--- src/rtl/aes_core_arbiter.sv ---
// Two-port round-robin sequencer for one AES core: accept->load 1 cycle, result 1 cycle after busy falls.
// Backpressure: requests accepted only in IDLE; rsp_valid_o held until the owner's rsp_ready_i.
module aes_core_arbiter #(
   parameter int START_TIMEOUT = 4,
   parameter int RUN_TIMEOUT   = 64
) (
   input  logic         clk,
   input  logic         rst_n,
   input  logic [1:0]   req_valid_i,
   output logic [1:0]   req_ready_o,
   input  logic [255:0] req_data_i,
   input  logic [1:0]   req_dec_i,
   output logic [1:0]   rsp_valid_o,
   input  logic [1:0]   rsp_ready_i,
   output logic [127:0] rsp_data_o,
   output logic         rsp_err_o,
   output logic         core_load_o,
   output logic [127:0] core_data_o,
   output logic         core_dec_o,
   input  logic [127:0] core_data_i,
   input  logic         core_busy_i,
   output logic         trigger_o,
   output logic         grant_o
);

   localparam int TMAX = (START_TIMEOUT > RUN_TIMEOUT) ? START_TIMEOUT : RUN_TIMEOUT;
   localparam int CW   = (TMAX > 2) ? $clog2(TMAX) : 1;
   localparam logic [CW-1:0] START_LAST = CW'(START_TIMEOUT - 1);
   localparam logic [CW-1:0] RUN_LAST   = CW'(RUN_TIMEOUT - 1);

   typedef enum logic [2:0] {IDLE, LOAD, WAIT_BUSY, RUN, RESP} state_t;

   state_t         state, state_n;
   logic [CW-1:0]  cnt, cnt_n;
   logic           last_grant, last_grant_n;
   logic           pick, accept, enter_resp, resp_err;
   logic [1:0]     rsp_valid_n;
   logic [127:0]   rsp_data_n, core_data_n;
   logic           rsp_err_n, core_load_n, core_dec_n, trigger_n, grant_n;

   // Both valid: alternate away from the last served owner.
   always_comb begin
      if (req_valid_i == 2'b11) pick = ~last_grant;
      else                      pick = ~req_valid_i[0];
   end

   assign accept      = (state == IDLE) && (req_valid_i != 2'b00);
   assign req_ready_o = accept ? (pick ? 2'b10 : 2'b01) : 2'b00;

   always_ff @(posedge clk or negedge rst_n) begin
      if (!rst_n) begin
         state       <= IDLE;
         cnt         <= '0;
         last_grant  <= 1'b1;
         rsp_valid_o <= 2'b00;
         rsp_data_o  <= '0;
         rsp_err_o   <= 1'b0;
         core_load_o <= 1'b0;
         core_data_o <= '0;
         core_dec_o  <= 1'b0;
         trigger_o   <= 1'b0;
         grant_o     <= 1'b0;
      end else begin
         state       <= state_n;
         cnt         <= cnt_n;
         last_grant  <= last_grant_n;
         rsp_valid_o <= rsp_valid_n;
         rsp_data_o  <= rsp_data_n;
         rsp_err_o   <= rsp_err_n;
         core_load_o <= core_load_n;
         core_data_o <= core_data_n;
         core_dec_o  <= core_dec_n;
         trigger_o   <= trigger_n;
         grant_o     <= grant_n;
      end
   end

   always_comb begin
      state_n = state;
      cnt_n   = cnt;
      unique case (state)
         IDLE:      if (accept) state_n = LOAD;
         LOAD: begin
            state_n = WAIT_BUSY;
            cnt_n   = '0;
         end
         WAIT_BUSY: begin
            if (core_busy_i) begin
               state_n = RUN;
               cnt_n   = '0;
            end else if (cnt == START_LAST) begin
               state_n = RESP;
            end else begin
               cnt_n = cnt + 1'b1;
            end
         end
         RUN: begin
            if (!core_busy_i || cnt == RUN_LAST) state_n = RESP;
            else                                 cnt_n   = cnt + 1'b1;
         end
         RESP:      if (rsp_ready_i[grant_o]) state_n = IDLE;
         default:   state_n = IDLE;
      endcase
   end

   // Next values of the registered outputs, derived from the transition being taken.
   always_comb begin
      enter_resp   = (state != RESP) && (state_n == RESP);
      resp_err     = (state == WAIT_BUSY) || core_busy_i;
      core_load_n  = (state_n == LOAD);
      trigger_n    = (state_n == RUN);
      grant_n      = accept ? pick : grant_o;
      core_data_n  = core_data_o;
      core_dec_n   = core_dec_o;
      if (accept) begin
         core_data_n = pick ? req_data_i[255:128] : req_data_i[127:0];
         core_dec_n  = req_dec_i[pick];
      end
      rsp_valid_n  = (state_n == RESP) ? (grant_o ? 2'b10 : 2'b01) : 2'b00;
      rsp_err_n    = enter_resp ? resp_err : rsp_err_o;
      rsp_data_n   = rsp_data_o;
      if (enter_resp) rsp_data_n = resp_err ? '0 : core_data_i;
      last_grant_n = (state == RESP && rsp_ready_i[grant_o]) ? grant_o : last_grant;
   end

endmodule

--- config.mk ---
export PLATFORM = sky130hd
export DESIGN_NAME = aes_core_arbiter
export DESIGN_NICKNAME = d
export VERILOG_FILES = /design/src/rtl/aes_core_arbiter.sv
export SDC_FILE = /design/constraint.sdc
export NUM_CORES = 1
export LEC_CHECK = 0
export ABC_CLOCK_PERIOD_IN_PS = 2430
export BUFFER_PORTS_ARGS = -buffer_cell sky130_fd_sc_hd__buf_2
export CAP_MARGIN = 15
export CORE_AREA = 2 2 258 260
export CTS_CLUSTER_DIAMETER = 150
export CTS_CLUSTER_SIZE = 14
export DETAILED_ROUTE_END_ITERATION = 12
export DIE_AREA = 0 0 260 262
export GPL_TIMING_DRIVEN = 0
export MAX_ROUTING_LAYER = met4
export PLACE_DENSITY = 0.5
export SLEW_MARGIN = 20
export SYNTH_ARGS = -nofsm -noshare
export SYNTH_HDL_FRONTEND = slang
export SYNTH_SLANG_ARGS = --single-unit
--- constraint.sdc ---
create_clock -name clk -period 2.43 [get_ports clk]
set_clock_uncertainty 0.1 [all_clocks]
set_input_delay 0.1215 -clock clk [delete_from_list [all_inputs] [get_ports clk]]
set_output_delay 0.1215 -clock clk [all_outputs]
set_load 0.02 [all_outputs]
### Yosys cells after proc, flatten, opt, wreduce, memory -nomap -nowiden

Index checks and enable logic that the tools add are counted.

| word-level totals | value |
|---|---|
| register bits | 273 |

| operators by class | value |
|---|---|
| add/subtract/negate cells | 1 |
| mux-type cells | 21 |
| bitwise logic cells | 2 |
| eq/ne operators | 13 |
| reductions and logical operators | 10 |
| order comparisons | 2 |

Operators by type and width:

| operator | count |
|---|---|
| $mux 128 | 2 |
| $mux 6 | 3 |
| $pmux 6 s3 | 1 |
| $mux 3 | 5 |
| $pmux 3 s5 | 1 |
| $eq 3x2->1 const B | 3 |
| $mux 2 | 4 |
| $add 6x1->6 const B | 1 |
| $eq 3x1->1 const B | 2 |
| $eq 3x3->1 const B | 2 |
| $eq 6x2->1 const B | 1 |
| $eq 6x6->1 const B | 1 |
| $ne 3x3->1 const B | 2 |
| $mux 1 | 5 |
| $lt 1x2->1 const B | 2 |
| $logic_and 1x1->1 | 3 |
| $logic_not 3->1 | 1 |
| $reduce_and 3->1 | 1 |
| $reduce_bool 3->1 | 1 |
| $eq 2x2->1 const B | 1 |
| $logic_or 1x1->1 | 2 |
| $ne 2x2->1 const B | 1 |
| $not 1->1 | 2 |
| $reduce_bool 2->1 | 1 |
| $logic_not 1->1 | 1 |

### Longest topological paths before layout

| logic depth | value |
|---|---|
| word-level depth | 6 |
| gate-level depth with buffers | 9 |

### Least setup slack after synthesis

Ideal clock, no wire load.

| timing | value |
|---|---|
| path type | register to register |
| start point | register cnt[3] |
| end point | register rsp_data_o[37] |
| stages on the path, launching flop included | 7 |
| slack | 447 ps |
| clock period less this slack | 1,983 ps |
| path buffers | 2 |
| setup time | 121 ps |
| data required time | 2,209 ps |
| data arrival time | 1,762 ps |
| cell sequence | dfrtp_1 -> or4_1 -> nor2_1 -> o221ai_2 -> buf_6 -> buf_4 -> a22o_1 |

| on the way | value |
|---|---|
| longest elaborated chain between the ends | 6 |
| elaborated cells between the ends (all ways) | 9 |
| those cells by class | eq/ne: 3; mux: 4; reduce/logical: 2 |

Ends and longest elaborated chain:

| element | RTL line | source |
|---|---|---|
| from (decl) | 34 | `logic [CW-1:0] cnt, cnt_n;` |
| from (signal assigned) | 65 | `cnt <= cnt_n;` |
| $eq 6x2->1 / $eq 6x6->1 (equally long branches) | 91, 98 |  |
| $mux 3 / $logic_or 1x1->1 (equally long branches) | 91, 98 |  |
| $mux 3 (on tied branches) | 88, 98 |  |
| $pmux 3 s5 * | 81 | `unique case (state)` |
| $eq 3x3->1 * | 108 | `enter_resp = (state != RESP) && (state_n == RESP);` |
| $logic_and 1x1->1 * | 108 |  |
| to (signal assigned) | 68 | `rsp_data_o <= rsp_data_n;` |
| to (decl) | 15 | `output logic [127:0] rsp_data_o,` |

Every way passes the cells marked *; elsewhere a longest branch is shown, timed or not.
A chain may end at the register's enable or synchronous reset.

### Worst setup path in the final report

| timing | value |
|---|---|
| start point | register cnt[3] |
| end point | register rsp_data_o[38] |

Same word-level chain as after synthesis.

==> metrics.md <==
| Metric | Value |
|---|---|
| Kind of critical path | `flip-flop to flip-flop` |
| Nature of the critical path startpoint | `flip-flop` |
| Share of cells above drive strength 1 | `39.3%` |
| DRC errors left | `0` |
| Aggregate global routing overflow | `0` |
| Yosys cell types | `38` |
| Total Routing Usage GR | `~15%` |
| Total number of placement rows | `94` |
| CTS root buf | `sky130_fd_sc_hd__clkbuf_16` |
| Total via count in the routed design | `11643` |
| Result of the run | `finished clean` |
| Leading cell type in the layout, fill and taps excluded | `sky130_fd_sc_hd__buf_2` |
| Setup bufs post-CTS | `0` |
| Core Area | `0.0653 mm²` |
| Worst Setup Slack post-DPL | `-0.486 ns` |
| Chip Height | `~260 µm` |
| Number of synthesized flops with an enable pin | `0` |
| Number of buffers on the longest clock path | `3` |
| Count of placed standard cells in the final layout, fillers left out | `~2800` |
| TritonCTS clock tree | `built` |
| Type of destination of the critical path | `flip-flop` |
| Register bit count reported by yosys | `273` |
| Synthesized netlist net count | `approximately 1200` |
| Sequential cell area fraction in the yosys report | `62.9%` |
| Inserted Clock Buffers | `23` |
| Maximum net fanout on the critical path | `10` |
| Post-synthesis cell count | `804` |
| Final Instance Area | `0.0200 mm²` |
| Routed length per instance | `18.6 µm` |
| Hold Crit Class | `input pin to asynchronous set/reset pin` |
| Number of antenna-violating nets in the routed design | `0` |
| Number of sinks driven by the clock tree | `between 200 and 300` |
| Worst ir drop on vdd | `655 µV` |
| Avg Synthesized Cell Area | `13.5 µm²` |
| Weighted congestion reported at the end of routability-driven placement | `0.885` |
| Depth of the CTS H-tree | `1` |
| Worst skew pair latency | `~0.54 ns` |
| Ys async rst share | `100%` |
| Final-report hold violation count | `0` |
| Overall die width | `260 µm` |
| Via count of the first global-routing pass | `12350` |
| Net count, final | `2276` |
| Placed instance area | `0.0153 mm²` |
| Highest clock frequency the design can meet | `approximately 430 MHz` |
| Number of antenna violations at the first check in global routing | `12` |
| Final Total Pwr | `roughly 0.023 W` |
| Wire length of the first global-routing pass | `73900 µm` |
| Crit path required time | `2.75 ns` |
| Half-perimeter wire length after placement | `37000 µm` |
| Post-synthesis cell area | `approximately 0.011 mm²` |
| Setup WS post-layout | `around 0.11 ns` |
| Die Outline Area | `0.0681 mm²` |
| RSZ-0062 raised after global routing | `true` |
| Commonest cells after routing, fill and taps aside | `669 x sky130_fd_sc_hd__buf_2, 393 x sky130_fd_sc_hd__dlygate4sd3_1, 272 x sky130_fd_sc_hd__dfrtp_1` |
| Routed Wire Length | `between 50000 and 60000 µm` |
| Worst hold margin | `0.0807 ns` |
| Clock transition at path regs | `0.07 ns` |
| Area growth from synthesis to final layout | `84.4%` |
| Detailed-routing iteration count for the pre-antenna-repair pass | `5` |
| Post-layout min period | `2.32 ns` |
| Initial detailed-routing violation count | `576` |
| Warning count from the yosys run | `0` |
| Final Max Slew Viols | `0` |
| Count of buffers inserted at the top-level ports | `between 600 and 700` |
| Max-slew headroom | `31.3%` |
| Via count normalized by instance count | `around 4.2` |
| Final setup violation count | `0` |
| Top Ports | `between 600 and 700` |
| Initial Utilization | `16.6%` |
| Arrival time of the worst setup path | `~2.6 ns` |
| Largest net degree at the start of global routing | `95` |
| Static leakage power | `9.87 nW` |
| Final Cycle Share | `95.4%` |
| Areal power density over the cells | `1130 mW/mm²` |
| Placed cell count | `2328` |
| Reported max-cap violation count | `0` |
| Transition time at the pin with the least slew margin | `about 1.0 ns` |
| Post-synth top flop | `sky130_fd_sc_hd__dfrtp_1` |
[synth_stat cells (2+ instances only)]
| cell | n | area (µm²) |
|---|---|---|
| sky130_fd_sc_hd__a21o_1 | 2 | 15.0 |
| sky130_fd_sc_hd__a21oi_1 | 9 | 45.0 |
| sky130_fd_sc_hd__a221o_1 | 129 | 1290 |
| sky130_fd_sc_hd__a22o_1 | 128 | 1120 |
| sky130_fd_sc_hd__and2_0 | 8 | 50.1 |
| sky130_fd_sc_hd__and2_1 | 122 | 763 |
| sky130_fd_sc_hd__and3_1 | 3 | 18.8 |
| sky130_fd_sc_hd__buf_1 | 8 | 30.0 |
| sky130_fd_sc_hd__buf_2 | 11 | 55.1 |
| sky130_fd_sc_hd__buf_6 | 8 | 90.1 |
| sky130_fd_sc_hd__clkbuf_1 | 45 | 169 |
| sky130_fd_sc_hd__dfrtp_1 | 272 | 6810 |
| sky130_fd_sc_hd__inv_1 | 4 | 15.0 |
| sky130_fd_sc_hd__mux2i_1 | 6 | 60.1 |
| sky130_fd_sc_hd__nand2_1 | 10 | 37.5 |
| sky130_fd_sc_hd__nand2b_1 | 10 | 62.6 |
| sky130_fd_sc_hd__nand3_1 | 5 | 25.0 |
| sky130_fd_sc_hd__nor2_1 | 2 | 7.51 |
| sky130_fd_sc_hd__nor2b_1 | 2 | 12.5 |
| sky130_fd_sc_hd__o21ai_1 | 2 | 10.0 |
[stage by stage]
step                setup TNS, ns  utilization (%)
finish                          0             30.7
global route              -0.0107             30.7
CTS                       -0.0795             30.6
detailed placement         -72.65             23.5
global placement         -1172.04             23.3
floorplan                       0                -
[cell families after synthesis]
kind of cell             share of synthesized area, %
AO/OA/AOI/OAI                                    23.3
flip-flops                                       62.9
AND/OR/NAND/NOR                                  9.58
buffers and inverters                            3.41
multiplexers                                    0.657
adder cells (fa/ha/maj)                         0.115
[layout make-up]
type | count | area, µm²
Antenna cell | 11 | 27.5
Buffer | 72 | 415
Clock buffer | 31 | 606
Clock inverter | 1 | 8.76
Fill cell | 6628 | 45300
Inverter | 5 | 18.8
Multi-Input combinational cell | 453 | 3690
Sequential cell | 273 | 6830
Tap cell | 864 | 1080
Timing Repair Buffer | 1054 | 7330
[report_power, final]
group	switching (W)	internal, W
registers	0.00119	0.00654
clock network	0.00170	0.00172
logic	0.00655	0.00485
total	0.00943	0.0131
[routing by layer]
| metal | vias to the layer above | share of wire (%) | global-route usage [%] |
|---|---|---|---|
| met3 | 118 | 7.3 | 3.30 |
| met4 | 0 | 4.9 | 7.54 |
| met2 | 575 | 49 | 24.3 |
| li1 | 5251 | - | - |
| met1 | 5699 | 39 | 16.1 |
| met5 | - | 0 | - |
[state kept, by name (all words and copies together), names as in the netlist]
signal       count
cnt              6
core_data_o    128
core_dec_o       1
core_load_o      1
grant_o          1
last_grant       1
rsp_data_o     128
rsp_err_o        1
rsp_valid_o      2
state            3
trigger_o        1
[worst max-delay path: stages (launching register included)]
cell                       delay, ns
sky130_fd_sc_hd__dfrtp_1        0.43
sky130_fd_sc_hd__or4_1          0.60
sky130_fd_sc_hd__nor2_2         0.16
sky130_fd_sc_hd__o221ai_4       0.24
sky130_fd_sc_hd__buf_6          0.25
sky130_fd_sc_hd__buf_4          0.18
sky130_fd_sc_hd__a22o_1         0.24
[what timing repair did]
item | CTS | global route
hold endpoints to repair | 467 | 0
pin swaps | 0 | 1
resized for setup | 20 | 33
endpoints found under the setup margin | 239 | 199
gates cloned | 0 | 0
hold buffers | 394 | 0
[worst paths after layout]
kind                                       startpoint  cells after the start                          end  slack (ns)
min reg2reg                rsp_data_o[31]$_DFFE_PN0P_                      1   rsp_data_o[31]$_DFFE_PN0P_        0.40
max in group asynchronous                       rst_n                      4  core_data_o[37]$_DFFE_PN0P_        1.35
min                                             rst_n                      3   rsp_data_o[80]$_DFFE_PN0P_        0.08
min in group clk                     core_data_i[119]                      3  rsp_data_o[119]$_DFFE_PN0P_        0.23
max reg2reg                        cnt[3]$_DFFE_PN0P_                      6   rsp_data_o[38]$_DFFE_PN0P_        0.11
max                                cnt[3]$_DFFE_PN0P_                      6   rsp_data_o[38]$_DFFE_PN0P_        0.11
Power figures use the tool's default switching activity.
